<file path="src/rtl/wtch_time_tx.sv">
// -----------------------------------------------------------------------------
// wtch_time_tx : snapshots msec/sec/min/hour and streams "HH:MM:SS.CC\r\n" (Rev 1.0)
// Optional WTCH_AUTO_REPORT_EN: any change of sec while idle starts a report.
// -----------------------------------------------------------------------------
`timescale 1ns/1ps
`default_nettype none

module wtch_time_tx #(
  parameter int ADD_CRLF = 1
) (
  input  logic       clk,
  input  logic       rst,
  input  logic       req,
  input  logic [6:0] msec,
  input  logic [5:0] sec,
  input  logic [5:0] min,
  input  logic [4:0] hour,
  input  logic       tx_ready,
  output logic [7:0] tx_data,
  output logic       tx_valid,
  output logic       busy,
  output logic       done
);

  localparam int         FRAME_LEN = (ADD_CRLF != 0) ? 13 : 12;
  localparam logic [3:0] LAST_IDX  = 4'(FRAME_LEN - 1);

  typedef enum logic [1:0] {
    IDLE = 2'd0,
    LOAD = 2'd1,
    SEND = 2'd2,
    DONE = 2'd3
  } state_t;

  state_t     state, state_nxt;
  logic [3:0] idx, idx_nxt;
  logic [6:0] snap_cs;
  logic [5:0] snap_s, snap_m;
  logic [4:0] snap_h;
  logic [7:0] bcd_h, bcd_m, bcd_s, bcd_c;
  logic [7:0] cur_byte;
  logic       auto_req;
  logic       start;

  // Two BCD digits {tens, units}; anything above 99 is clamped to 99.
  function automatic logic [7:0] to_bcd(input logic [6:0] v);
    logic [6:0] sat;
    sat = (v > 7'd99) ? 7'd99 : v;
    return {4'(sat / 7'd10), 4'(sat % 7'd10)};
  endfunction

  function automatic logic [7:0] ascii(input logic [3:0] d);
    return {4'h3, d};
  endfunction

`ifdef WTCH_AUTO_REPORT_EN
  logic [5:0] sec_q;

  always_ff @(posedge clk or negedge rst) begin
    if (!rst) sec_q <= '0;
    else      sec_q <= sec;
  end

  assign auto_req = (sec != sec_q);
`else
  assign auto_req = 1'b0;
`endif

  assign start = req | auto_req;

  always_ff @(posedge clk or negedge rst) begin
    if (!rst) begin
      state   <= IDLE;
      idx     <= '0;
      snap_cs <= '0;
      snap_s  <= '0;
      snap_m  <= '0;
      snap_h  <= '0;
      bcd_h   <= '0;
      bcd_m   <= '0;
      bcd_s   <= '0;
      bcd_c   <= '0;
    end else begin
      state <= state_nxt;
      idx   <= idx_nxt;
      if (state == IDLE && start) begin
        snap_cs <= msec;
        snap_s  <= sec;
        snap_m  <= min;
        snap_h  <= hour;
      end
      if (state == LOAD) begin
        bcd_h <= to_bcd({2'b00, snap_h});
        bcd_m <= to_bcd({1'b0, snap_m});
        bcd_s <= to_bcd({1'b0, snap_s});
        bcd_c <= to_bcd(snap_cs);
      end
    end
  end

  always_comb begin
    cur_byte = 8'h00;
    case (idx)
      4'd0:    cur_byte = ascii(bcd_h[7:4]);
      4'd1:    cur_byte = ascii(bcd_h[3:0]);
      4'd2:    cur_byte = 8'h3A;
      4'd3:    cur_byte = ascii(bcd_m[7:4]);
      4'd4:    cur_byte = ascii(bcd_m[3:0]);
      4'd5:    cur_byte = 8'h3A;
      4'd6:    cur_byte = ascii(bcd_s[7:4]);
      4'd7:    cur_byte = ascii(bcd_s[3:0]);
      4'd8:    cur_byte = 8'h2E;
      4'd9:    cur_byte = ascii(bcd_c[7:4]);
      4'd10:   cur_byte = ascii(bcd_c[3:0]);
      4'd11:   cur_byte = (ADD_CRLF != 0) ? 8'h0D : 8'h0A;
      4'd12:   cur_byte = 8'h0A;
      default: cur_byte = 8'h00;
    endcase
  end

  always_comb begin
    state_nxt = state;
    idx_nxt   = idx;
    tx_valid  = 1'b0;
    tx_data   = 8'h00;
    busy      = 1'b1;
    done      = 1'b0;
    case (state)
      IDLE: begin
        busy = 1'b0;
        if (start) state_nxt = LOAD;
      end
      LOAD: begin
        idx_nxt   = '0;
        state_nxt = SEND;
      end
      SEND: begin
        tx_valid = 1'b1;
        tx_data  = cur_byte;
        if (tx_ready) begin
          if (idx == LAST_IDX) begin
            idx_nxt   = '0;
            state_nxt = DONE;
          end else begin
            idx_nxt = idx + 4'd1;
          end
        end
      end
      DONE: begin
        done      = 1'b1;
        state_nxt = IDLE;
      end
      default: state_nxt = IDLE;
    endcase
  end

endmodule

`default_nettype wire

</file>
<file path="config.mk">
export PLATFORM = sky130hd
export DESIGN_NAME = wtch_time_tx
export DESIGN_NICKNAME = d
export VERILOG_FILES = /design/src/rtl/wtch_time_tx.sv
export SDC_FILE = /design/constraint.sdc
export NUM_CORES = 1
export LEC_CHECK = 0
export CORE_ASPECT_RATIO = 0.9
export CORE_MARGIN = 2
export CORE_UTILIZATION = 35
export DETAILED_ROUTE_END_ITERATION = 10
export DONT_BUFFER_PORTS = 1
export HOLD_SLACK_MARGIN = 0.08
export PLACE_DENSITY_LB_ADDON = 0.12
export REMOVE_ABC_BUFFERS = 1
export SLEW_MARGIN = 15
export SYNTH_ARGS = -nofsm -noshare
export SYNTH_HDL_FRONTEND = slang
export SYNTH_SLANG_ARGS = --single-unit
</file>
<file path="constraint.sdc">
create_clock -name clk -period 4.5 [get_ports clk]
set_clock_uncertainty 0.1 [all_clocks]
set_input_delay 0.45 -clock clk [delete_from_list [all_inputs] [get_ports clk]]
set_output_delay 0.45 -clock clk [all_outputs]
set_load 0.02 [all_outputs]
</file>
==> flow_results.xml <==
<?xml version="1.0" encoding="UTF-8"?>
<metrics>
  <group name="logic_synthesis">
    <metric name="post_synthesis_cells" unit="">444</metric>
    <metric name="asyncSetResetFlopFracSynth" unit="%">100.0</metric>
    <metric name="synthMostInstantiatedCell" unit="">sky130_fd_sc_hd__dfrtp_1</metric>
    <metric name="ys_top_cells_by_count" unit="">sky130_fd_sc_hd__dfrtp_1 (58), sky130_fd_sc_hd__nor2_1 (41), sky130_fd_sc_hd__a21oi_1 (38)</metric>
    <metric name="synth_top_cell_by_area" unit="">sky130_fd_sc_hd__dfrtp_1</metric>
    <metric name="synth_seq_area_share" unit="%">36.14</metric>
    <metric name="synth_area_per_cell" unit="um^2">9.046</metric>
    <metric name="yosysUniqueCellTypes" unit="">75</metric>
    <metric name="synth_flop_cell" unit="">sky130_fd_sc_hd__dfrtp_1</metric>
    <metric name="synth_enable_flop_cells" unit="">0</metric>
    <metric name="synth.area.top_cells" unit="">sky130_fd_sc_hd__dfrtp_1 (36%), sky130_fd_sc_hd__mux2_2 (10%), sky130_fd_sc_hd__ha_1 (5.0%)</metric>
    <metric name="synth_top_area_share" unit="%">36.14</metric>
    <metric name="synth.cell_area" unit="um^2">4016</metric>
    <metric name="ys_ff_latch" unit="">58</metric>
    <metric name="synth-warning-count" unit="">0</metric>
  </group>
  <group name="run">
    <metric name="cap_violations" unit="">0</metric>
  </group>
  <group name="timing">
    <metric name="period_share" unit="%">96.85</metric>
    <metric name="setup_violators_final" unit="">0</metric>
    <metric name="slew_viol_final" unit="">0</metric>
    <metric name="timing.final.ws_setup" unit="ns">0.1418</metric>
    <metric name="slew_headroom" unit="%">55.28</metric>
    <metric name="maxClockFrequency" unit="MHz">229.5</metric>
    <metric name="max_slew.worst_pin.slew" unit="ns">0.6649</metric>
    <metric name="setup_tns" unit="ns">0</metric>
    <metric name="report.final.hold_viol_count" unit="">0</metric>
    <metric name="final_period_minus_worst_setup_slack" unit="ns">4.358</metric>
    <metric name="holdWs" unit="ns">0.1688</metric>
  </group>
  <group name="clock_tree">
    <metric name="cts_num_sinks" unit="">58</metric>
    <metric name="tritoncts" unit="">done</metric>
    <metric name="clkSlewWorstSetupHoldPaths" unit="ns">0.05</metric>
    <metric name="worstSkewPairLatency" unit="ns">0.33</metric>
    <metric name="cts_max_level" unit="">3</metric>
    <metric name="cts_root_buffer" unit="">sky130_fd_sc_hd__clkbuf_16</metric>
    <metric name="max-clock-path-buffers" unit="">2</metric>
    <metric name="tritoncts.num_buffers" unit="">9</metric>
  </group>
  <group name="final_layout">
    <metric name="area_growth_syn_to_layout" unit="%">12.49</metric>
    <metric name="num_antenna_cells" unit="">0</metric>
    <metric name="layout-drive-gt1-share" unit="%">19.46</metric>
    <metric name="final_nets" unit="">481</metric>
  </group>
  <group name="global_routing">
    <metric name="globalRouteTotalUtil" unit="%">15.55</metric>
    <metric name="grt_max_degree" unit="">59</metric>
    <metric name="grt_overflow" unit="">0</metric>
    <metric name="grt_antenna_before_repair" unit="">0</metric>
    <metric name="via_count_of_the_first_global_routing_pass" unit="">3051</metric>
    <metric name="grt_first_pass_wirelength" unit="mm">15.15</metric>
  </group>
  <group name="setup_path">
    <metric name="crit_path_top_delay_cell" unit="">sky130_fd_sc_hd__dfrtp_1</metric>
    <metric name="crit_family" unit="">compound AO/OA/AOI/OAI gates</metric>
    <metric name="critPathMaxFanout" unit="">6</metric>
    <metric name="critPathBufInv" unit="">0</metric>
    <metric name="endpoint_kind" unit="">flop</metric>
    <metric name="cp_data_arrival_time" unit="ns">4.47</metric>
    <metric name="critical_path.max_stage_delay" unit="ns">0.38</metric>
    <metric name="timing.critical_path.required" unit="ns">4.61</metric>
    <metric name="crit_path_cell_trace" unit="">nand2_1 -&gt; and2_1 -&gt; ha_2 -&gt; nand3_1 -&gt; o21a_1 -&gt; o22ai_1 -&gt; ha_2 -&gt; and2b_4 -&gt; o2111a_2 -&gt; o22a_4 -&gt; a21o_1 -&gt; o31ai_4 -&gt; xnor2_1 -&gt; ha_2 -&gt; a221o_1 -&gt; and3_4 -&gt; o31ai_4 -&gt; mux2i_1 -&gt; mux2_4</metric>
    <metric name="timing_worst_setup_path_type" unit="">flop to flop</metric>
    <metric name="startpoint_type" unit="">flop</metric>
    <metric name="crit_path_frequent_cell" unit="">sky130_fd_sc_hd__ha_2</metric>
  </group>
  <group name="place">
    <metric name="port_buffers" unit="">0</metric>
    <metric name="pre_cts_ws" unit="ns">0.1073</metric>
    <metric name="post-dp-hpwl" unit="mm">6.112</metric>
    <metric name="place_congestion" unit="">0.8180</metric>
  </group>
  <group name="floorplanning">
    <metric name="design.die.area" unit="um^2">12350</metric>
    <metric name="chip_width" unit="um">116.9</metric>
    <metric name="fp.coreArea" unit="um^2">11300</metric>
    <metric name="die_h" unit="um">105.6</metric>
    <metric name="design.portCount" unit="">39</metric>
    <metric name="effective_utilization_at_floorplan" unit="%">35.56</metric>
    <metric name="cell_row_count" unit="">37</metric>
  </group>
  <group name="status">
    <metric name="run_status" unit="">complete, no violations</metric>
  </group>
  <group name="route">
    <metric name="viasPerCell" unit="">5.281</metric>
    <metric name="drc" unit="">0</metric>
    <metric name="overall_routed_net_length" unit="mm">9.090</metric>
    <metric name="vias" unit="">3158</metric>
    <metric name="drt-pass1-iter-count" unit="">5</metric>
    <metric name="drtAntennaViolNets" unit="">0</metric>
    <metric name="routedWlPerCell" unit="um">15.20</metric>
    <metric name="drt_iter0_markers" unit="">148</metric>
  </group>
  <group name="min_path">
    <metric name="type_of_the_worst_min_delay_path" unit="">primary input to flop</metric>
  </group>
</metrics>
per-layer routing:
metal / GRT usage, % / share of wire (%)
met1: 21.29 / 48
met2: 23.82 / 47
met3: 3.335 / 2.8
met4: 6.218 / 2.1
met5: 0 / 0
repair_timing:
action | 4_1_cts | 5_1_grt
gates resized for setup | 0 | 5
endpoints found under the setup margin | 0 | 3
endpoints found under the hold margin | 58 | 0
setup buffers | 0 | 1
hold buffers | 2 | 0
cells by family after synthesis:
kind of cell | Yosys count | synth area share [%]
simple gates | 135 | 16.64
compound gates | 130 | 22.40
flops | 58 | 36.14
buf+inv | 54 | 6.261
mux | 41 | 11.50
fa+ha+maj | 17 | 5.234
xor+xnor | 8 | 1.745
other cells | 1 | 0.09337
layout by cell type, fill, tap and decap left out, types with 4 or more instances in the layout:
cell type / instances
sky130_fd_sc_hd__a211oi_1: 4
sky130_fd_sc_hd__a21oi_1: 38
sky130_fd_sc_hd__a22o_1: 4
sky130_fd_sc_hd__a31oi_1: 7
sky130_fd_sc_hd__buf_4: 12
sky130_fd_sc_hd__clkbuf_16: 9
sky130_fd_sc_hd__dfrtp_1: 58
sky130_fd_sc_hd__ha_1: 12
sky130_fd_sc_hd__ha_2: 4
sky130_fd_sc_hd__inv_1: 20
sky130_fd_sc_hd__mux2_2: 36
sky130_fd_sc_hd__nand2_1: 35
sky130_fd_sc_hd__nand2b_1: 10
sky130_fd_sc_hd__nand3_1: 8
sky130_fd_sc_hd__nand3b_1: 4
sky130_fd_sc_hd__nor2_1: 41
sky130_fd_sc_hd__nor2b_1: 7
sky130_fd_sc_hd__nor3_1: 9
sky130_fd_sc_hd__o21ai_0: 23
sky130_fd_sc_hd__o22ai_1: 5
sky130_fd_sc_hd__o31ai_1: 4
sky130_fd_sc_hd__xnor2_1: 6
flip-flops by register name, summed over array words and instances, names as in the netlist, 5 cells and up:
register and count:
snap_s 6, snap_cs 7, snap_h 5, bcd_h 6, bcd_m 7, bcd_s 7
snap_m 6, bcd_c 8
final timing paths:
| kind | cells past startpoint | slack (ns) | end | start |
|---|---|---|---|---|
| max | 19 | 0.14 | bcd_c[2] | snap_cs[5] |
| min | 1 | 0.17 | snap_m[4] | min[4] |
| max reg2reg | 19 | 0.14 | bcd_c[2] | snap_cs[5] |
| min reg2reg | 1 | 0.41 | bcd_h[0] | bcd_h[0] |
| max in group asynchronous | 2 | 3.49 | bcd_c[5] | rst |
| min in group asynchronous | 2 | 0.54 | snap_m[5] | rst |
through the flow:
step / cell area, um^2 / instances / util (%)
2_1_floorplan: 3847 / 412 / -
3_3_place_gp: 4128 / 579 / 36.54
3_5_place_dp: 4128 / 579 / 36.54
4_1_cts: 4486 / 597 / 39.71
5_1_grt: 4518 / 598 / 40.00
6_report: 4518 / 598 / 40.00
cell type report:
cell class,instances,area [um^2]
multi-input cells,333,2345
well taps,156,195.2
clock buffers,11,242.7
fillers,1187,6778
repair buffers,14,127.6
inverters,21,78.83
flip-flops and latches,58,1451
clock inverters,5,77.57
Power is left out: the tool's default activity adds up to more than one toggle a clock period on the data nets, which glitch-free logic cannot reach.
